==> config.mk <==
export PLATFORM = sky130hd
export DESIGN_NAME = pdm_modulator
export DESIGN_NICKNAME = d
export VERILOG_FILES = /design/src/rtl/pdm_modulator.sv
export SDC_FILE = /design/constraint.sdc
export NUM_CORES = 1
export LEC_CHECK = 0
export ABC_AREA = 1
export CORE_ASPECT_RATIO = 1.1
export CORE_MARGIN = 2
export CORE_UTILIZATION = 25
export DETAILED_ROUTE_END_ITERATION = 6
export PLACE_DENSITY = 0.37
export SKIP_LAST_GASP = 1
export SLEW_MARGIN = 15
export SYNTH_ARGS = -nofsm -noshare
export SYNTH_HDL_FRONTEND = slang
export SYNTH_SLANG_ARGS = --single-unit
==> constraint.sdc <==
create_clock -name clk -period 7.8 [get_ports clk]
set_input_delay 1.56 -clock clk [delete_from_list [all_inputs] [get_ports clk]]
set_output_delay 1.56 -clock clk [all_outputs]
set_load 0.03 [all_outputs]
==> src/rtl/pdm_modulator.sv <==
// pdm_modulator: PCM to PDM converter using a second-order sigma-delta loop with a one-deep sample buffer
module pdm_modulator #(
    parameter int DIV = 16,
    parameter int OSR = 64
) (
    input  logic        clk,
    input  logic        rst,
    input  logic [15:0] pcm_in,
    input  logic        pcm_valid,
    output logic        pcm_ready,
    output logic        pdm_clk,
    output logic        pdm_out,
    output logic        underrun,
    input  logic        underrun_clr
);
    logic [6:0] div_cnt;
    logic [11:0] bit_cnt;
    logic signed [15:0] hold, act;
    logic hold_full;
    logic signed [23:0] acc1, acc2, x, fb, nxt1, nxt2;
    logic signed [25:0] sum1, sum2;
    logic div_wrap, step, frame, xfer;

    function automatic logic signed [23:0] sat24(input logic signed [25:0] v);
        return v > 26'sd8388607 ? 24'sd8388607 : v < -26'sd8388608 ? -24'sd8388608 : $signed(v[23:0]);
    endfunction

    assign div_wrap = div_cnt == 7'(DIV - 1);
    assign step = div_wrap && !pdm_clk;
    assign frame = step && bit_cnt == 12'(OSR - 1);
    assign pcm_ready = !hold_full;
    assign xfer = pcm_valid && pcm_ready;

    // input limited to 0.75 full scale keeps the second-order loop stable
    always_comb begin
        x = act > 16'sd24576 ? 24'sd24576 : act < -16'sd24576 ? -24'sd24576 : 24'(act);
        fb = pdm_out ? 24'sd32768 : -24'sd32768;
        sum1 = 26'(acc1) + 26'(x) - 26'(fb);
        nxt1 = sat24(sum1);
        sum2 = 26'(acc2) + 26'(nxt1) - 26'(fb);
        nxt2 = sat24(sum2);
    end

    always_ff @(posedge clk or negedge rst) begin
        if (!rst) begin
            div_cnt <= '0;
            bit_cnt <= '0;
            pdm_clk <= 1'b0;
            pdm_out <= 1'b0;
            acc1 <= '0;
            acc2 <= '0;
            act <= '0;
            hold <= '0;
            hold_full <= 1'b0;
            underrun <= 1'b0;
        end else begin
            div_cnt <= div_wrap ? '0 : div_cnt + 7'd1;
            if (div_wrap) pdm_clk <= !pdm_clk;
            if (step) begin
                bit_cnt <= frame ? '0 : bit_cnt + 12'd1;
                acc1 <= nxt1;
                acc2 <= nxt2;
                pdm_out <= !nxt2[23];
            end
            if (frame && hold_full) act <= hold;
            if (xfer) hold <= pcm_in;
            hold_full <= xfer || (hold_full && !frame);
            underrun <= (frame && !hold_full) || (underrun && !underrun_clr);
        end
    end
endmodule

==> flow_summary.json <==
{
  "switching_power_w": 0.000258,
  "final.period_utilization_pct": 89.2,
  "period_needed_ns": 6.96,
  "p_comb_share_pct": 2.0,
  "fin_skew_ns": 0.0137,
  "layout-drive-gt1-share_pct": 7.27,
  "yosysMostFrequentCell": "nand2_1",
  "ant_nets": 0,
  "p_clk_share_pct": 46.0,
  "place_congestion": 0.798,
  "synth_top_cells_by_count": "263 x nand2_1, 211 x inv_1, 103 x dfrtp_1",
  "synth_top_family_by_area": "simple AND/OR/NAND/NOR gates",
  "clk_latency_ns": 0.37,
  "relSlewSlack_pct": 33.7,
  "critPathLaunchType": "flip-flop",
  "finalMaxSlewViolations": 0,
  "arrival_ns": 7.20,
  "cts_tree": "built",
  "finalSetupTns_ns": 0,
  "core_um2": 32300,
  "final-setup-viol-count": 0,
  "synth_nets": 1231,
  "slowest_stage": "fa_1",
  "dp_cells": 1549,
  "grt_usage_pct": 13.4,
  "fp.dieArea_um2": 34300,
  "rsz0062_at_grt": "no",
  "post_cts_resize_count": 0,
  "grt_max_degree": 69,
  "synth-adder-area-share_pct": 16.4,
  "hold_violations": 0,
  "leakagePower_nw": 4.87,
  "h-tree-depth": 3,
  "clock-sinks": 103,
  "die_h_um": 194,
  "p_per_area_nw_per_um2": 111,
  "io_pins": 24,
  "p_seq_share_pct": 52.0,
  "gr-max-usage-layer": "met2",
  "cts_hold_buf": 0,
  "drt-total-wl_um": 21700,
  "drcViolationCount": 0,
  "fin_hold_ws_ns": 0.473,
  "nets": 1254,
  "diodes": 0,
  "yosysTopAreaCellShare_pct": 31.4,
  "cts.clk_slew.worst_paths_ns": 0.08,
  "grt_util_met3_pct": 1.86,
  "io_buffers": 23,
  "ir_worst_vdd_mv": 0.0965,
  "synth_area_leaders": "dfrtp_1 31%, ha_1 13%, nand2_1 12%",
  "netSwitchingFraction_pct": 25.1,
  "synth-edff-count": 0,
  "ys_ff_latch": 103,
  "muxShareOfSynthArea_pct": 0,
  "clockBufferDepth": 2,
  "yosys_warnings": 0,
  "synth_area_leader_cell": "dfrtp_1",
  "cp.required_ns": 8.04,
  "status": "complete, no violations",
  "syn_to_final_growth_pct": 13.2,
  "async_flop_share_pct": 100,
  "overflow": 0,
  "synth_ff_type": "dfrtp_1",
  "worstMarginPinSlew_ns": 0.991,
  "cp_max_fo": 14,
  "floorplan.initialDensity_pct": 25.4,
  "grt_pass1_vias": 6895,
  "drt_iter0_markers": 306,
  "synth.distinct_cells": 41,
  "vias": 6685,
  "final_cells": 1567,
  "cts_setup_buffers": 0,
  "cts-root-buf": "clkbuf_16",
  "synthSimpleGateAreaFrac_pct": 22.9,
  "hpwl_um": 16600,
  "die_w_um": 177,
  "synthCells": 1113,
  "netlist_area_um2": 8200,
  "num_rows": 69,
  "antenna_found_initial": 0,
  "cts_made_buffers": 9,
  "critical-path-max-stage-delay_ns": 0.48,
  "cpMostUsedCell": "inv_1",
  "grt_pass1_wl_um": 36100,
  "wl_per_cell_um": 13.9,
  "grtUsageMet2_pct": 23.6,
  "gr-usage-met1_pct": 17.0,
  "drv_cap": 0,
  "fmaxAchievable_ghz": 0.144,
  "avgViaCountPerCell": 4.27,
  "synth_area_per_cell_um2": 7.37,
  "path_class": "reg2reg",
  "firstDrtPassIters": 4,
  "worstHoldPathType": "reg2reg",
  "p_int_w": 0.000769,
  "synth_compound_gate_area_share_pct": 12.6,
  "seq_area_frac_synth_pct": 31.4,
  "synth_xor_area_share_pct": 5.45,
  "power_w": 0.00103,
  "cp-end-kind": "flip-flop"
}
[power by group through the flow]
stage	logic, W	clock network (W)	registers (W)
after detailed placement	0.0000226	0	0.000544
final	0.0000209	0.000472	0.000533
after CTS	0.0000226	0.000498	0.000533
after global routing	0.0000245	0.000516	0.000534
after global placement	0.0000228	0	0.000544
after floorplan	0.0000000468	0	0.000544
[layout by cell type (no fill, tap or decap), drive strengths merged, types with 20 or more instances in the layout]
cell type and instances:
nand3 40, xnor2 20, nand2 283, inv 216
o21ai 70, ha 82, nor2 94, dfrtp 103
a21oi 87, clkdlybuf4s50 22, xor2 31
[stage by stage]
stage	area (µm²)	worst slack [ns]	util, %
after detailed placement	8930	0.486	27.6
after floorplan	8200	1.29	-
after global placement	8930	0.669	27.6
after CTS	9220	0.444	28.6
final	9280	0.839	28.7
after global routing	9280	0.0137	28.7
[state kept, by name, indices dropped and copies added, names as in the netlist]
name,flops
pdm_clk,1
div_cnt,7
act,16
hold_full,1
hold,16
bit_cnt,12
acc2,24
acc1,24
pdm_out,1
underrun,1
[final timing paths]
path                            slack [ns]  depth (start not counted)         end  startpoint
worst max-delay path                  0.84                         37    acc2[22]      act[2]
worst min-delay path                  0.47                          1  div_cnt[0]  div_cnt[0]
max in group asynchronous             5.37                          2    acc2[16]         rst
worst min register to register        0.47                          1  div_cnt[0]  div_cnt[0]
worst max register to register        0.84                         37    acc2[22]      act[2]
min in group asynchronous             1.24                          1    acc1[12]         rst
[critical path, delay by kind of cell (launching register included)]
| family | cells | cell delay, ns |
|---|---|---|
| simple gates | 15 | 2.00 |
| fa+ha+maj | 4 | 1.65 |
| compound gates | 8 | 1.55 |
| buf+inv | 10 | 1.22 |
| flops | 1 | 0.40 |
[per-layer routing]
| metal | up-vias | wire, µm |
|---|---|---|
| li1 | 3541 | - |
| met1 | 3068 | 10300 |
| met2 | 60 | 10600 |
| met3 | 16 | 405 |
| met4 | 0 | 380 |
| met5 | - | 0 |
[area by class of cell]
type | instances | area [µm²]
tap | 426 | 533
timing repair buffer | 34 | 310
sequential | 103 | 2580
clock buffer | 10 | 229
multi-input combinational | 776 | 4770
clock inverter | 6 | 62.6
fill | 3630 | 23000
inverter | 212 | 796
[logic make-up (layout without fill, tap and decap cells)]
family / after synthesis / after routing
xor gates and xnor gates: 51 / 51
DFF: 103 / 103
and+or+nand+nor: 447 / 449
AOI/OAI and AO/OA: 178 / 178
buffers and inverters: 236 / 262
adders and majority gates: 98 / 98
Note: power is estimated with default switching activity, not from simulation.
==> variant: new RTL, config.mk and constraints unchanged <==
Set the parameter `DIV` to 8 (it was 16).
--- a/src/rtl/pdm_modulator.sv
+++ b/src/rtl/pdm_modulator.sv
@@ -1,6 +1,6 @@
 // pdm_modulator: PCM to PDM converter using a second-order sigma-delta loop with a one-deep sample buffer
 module pdm_modulator #(
-    parameter int DIV = 16,
+    parameter int DIV = 8,
     parameter int OSR = 64
 ) (
     input  logic        clk,
Behaviour: not the same (a bounded check fails within 10 cycles, from zero or initial values and one cycle with rst low).
==> variant against the original RTL <==
Utilization fell by 0.51 points. Wire length fell by 1.6%. Sequential cell count did not move. Maximum frequency fell by 1.2%. Count of clock-buffer cells in the layout did not move. Synthesized area rose by 2.4%. Total power rose by 0.26%. Sequential share of layout area fell by 0.27 points. Final area rose by 0.98%. Setup slack got worse by 0.083 ns. Non-clock buffer count fell by 6. Largest power group unchanged.
==> variant: results <==
{
  "grt_max_degree": 70,
  "critPathMaxFanout": 22,
  "synth_compound_area_frac": 0.1160,
  "dr.first_iter.drc_count": 242,
  "dpl.cell_count": 1579,
  "hpwlAfterDp_um": 16550,
  "synthTopCellsByArea": "dfrtp_1, ha_1, nand2_1",
  "grtUsageTotal": 0.1307,
  "synth_fa_ha_area_frac": 0.1605,
  "critPathSlowestCell": "fa_1",
  "tightestPinTransition_ns": 0.9998,
  "max-vdd-ir-drop_mv": 0.07845,
  "sw_frac_of_total": 0.2528,
  "post_drt_wl_per_cell_um": 13.41,
  "globalplace.congestion": 0.7853,
  "clock_skew_ns": 0.01401,
  "outcome": "finished clean",
  "drive_gt1_frac": 0.08426,
  "nFillCells": 3648,
  "drt-total-wl_um": 21390,
  "synth_seq_area_share": 0.3072,
  "r2r_cells": 44,
  "arrival_ns": 7.29,
  "rrSetupSlack_ns": 0.76,
  "leakage_nw": 4.852,
  "r2r-start": "act[1]",
  "slew_violations": 0,
  "grt_pass1_vias": 7082,
  "num_vias": 6763,
  "worstReg2RegEnd": "acc2[1]",
  "fin_nets": 1276,
  "synth_flop_cell": "dfrtp_1",
  "grt_pass1_wl_um": 36110,
  "synth.avg_cell_area_sq_um": 7.341
}
variant: what timing repair did:
action,in CTS,in global routing
resized for setup,0,2
setup buffers,0,0
setup endpoints to repair,0,23
variant: layout make-up:
type / count / area, sq um / area share
Inverter: 221 / 829.5 / 0.08854
Clock inverter: 6 / 60.06 / 0.006410
Multi-Input combinational cell: 795 / 4855 / 0.5182
Tap cell: 432 / 540.5 / 0.05769
Clock buffer: 10 / 229.0 / 0.02444
Sequential cell: 103 / 2577 / 0.2751
Timing Repair Buffer: 28 / 277.8 / 0.02965
variant: power by group through the flow:
stage / clock network (mW) / registers (mW) / logic (mW)
global route: 0.518 / 0.534 / 0.0241
CTS: 0.497 / 0.533 / 0.0224
detailed placement: 0 / 0.544 / 0.0223
floorplan: 0 / 0.544 / 0.0000469
finish: 0.475 / 0.533 / 0.0207
global placement: 0 / 0.544 / 0.0225
variant: per-stage QoR:
step / setup WS, ns / utilization / hold slack, ns / power (mW) / cell area, sq um
finish: 0.7562 / 0.2822 / 0.4676 / 1.029 / 9369
global route: 0.01222 / 0.2822 / 0.5149 / 1.076 / 9369
CTS: 0.5630 / 0.2819 / 0.4741 / 1.053 / 9358
detailed placement: 0.6045 / 0.2732 / 0.4609 / 0.5664 / 9069
floorplan: 1.611 / - / 0.4299 / 0.5443 / 8391
global placement: 0.6607 / 0.2732 / 0.4572 / 0.5666 / 9069
variant: kinds of logic (layout without fill, tap and decap cells):
family | after synthesis | after routing
buffers and inverters | 245 | 265
xor gates and xnor gates | 49 | 49
adders and majority gates | 98 | 98
and+or+nand+nor | 481 | 481
DFF | 103 | 103
AOI/OAI and AO/OA | 167 | 167
variant: worst max-delay path by stage:
stage | start | end | cells after the start
finish | act[1] | acc2[1] | 44
global route | act[6] | acc2[1] | 45
CTS | act[0] | acc2[1] | 44
detailed placement | act[0] | acc2[0] | 44
global placement | act[1] | acc2[1] | 45
floorplan | act[6] | acc2[5] | 44
variant: worst reg2reg max path: cells and delay by family (launching register included):
family / cells / cell delay (ns)
xor+xnor: 1 / 0.22
fa+ha+maj: 4 / 1.44
buf+inv: 7 / 0.59
flops: 1 / 0.41
simple gates: 26 / 3.27
compound gates: 6 / 0.97
variant: per-layer routing:
metal  wire length, um  GRT usage  up-vias
met4               200    0.02800        0
met5                 0          0        -
met1             10230     0.1687     3105
met2             10660     0.2311       44
met3               294    0.01725       13
li1                  -          -     3601
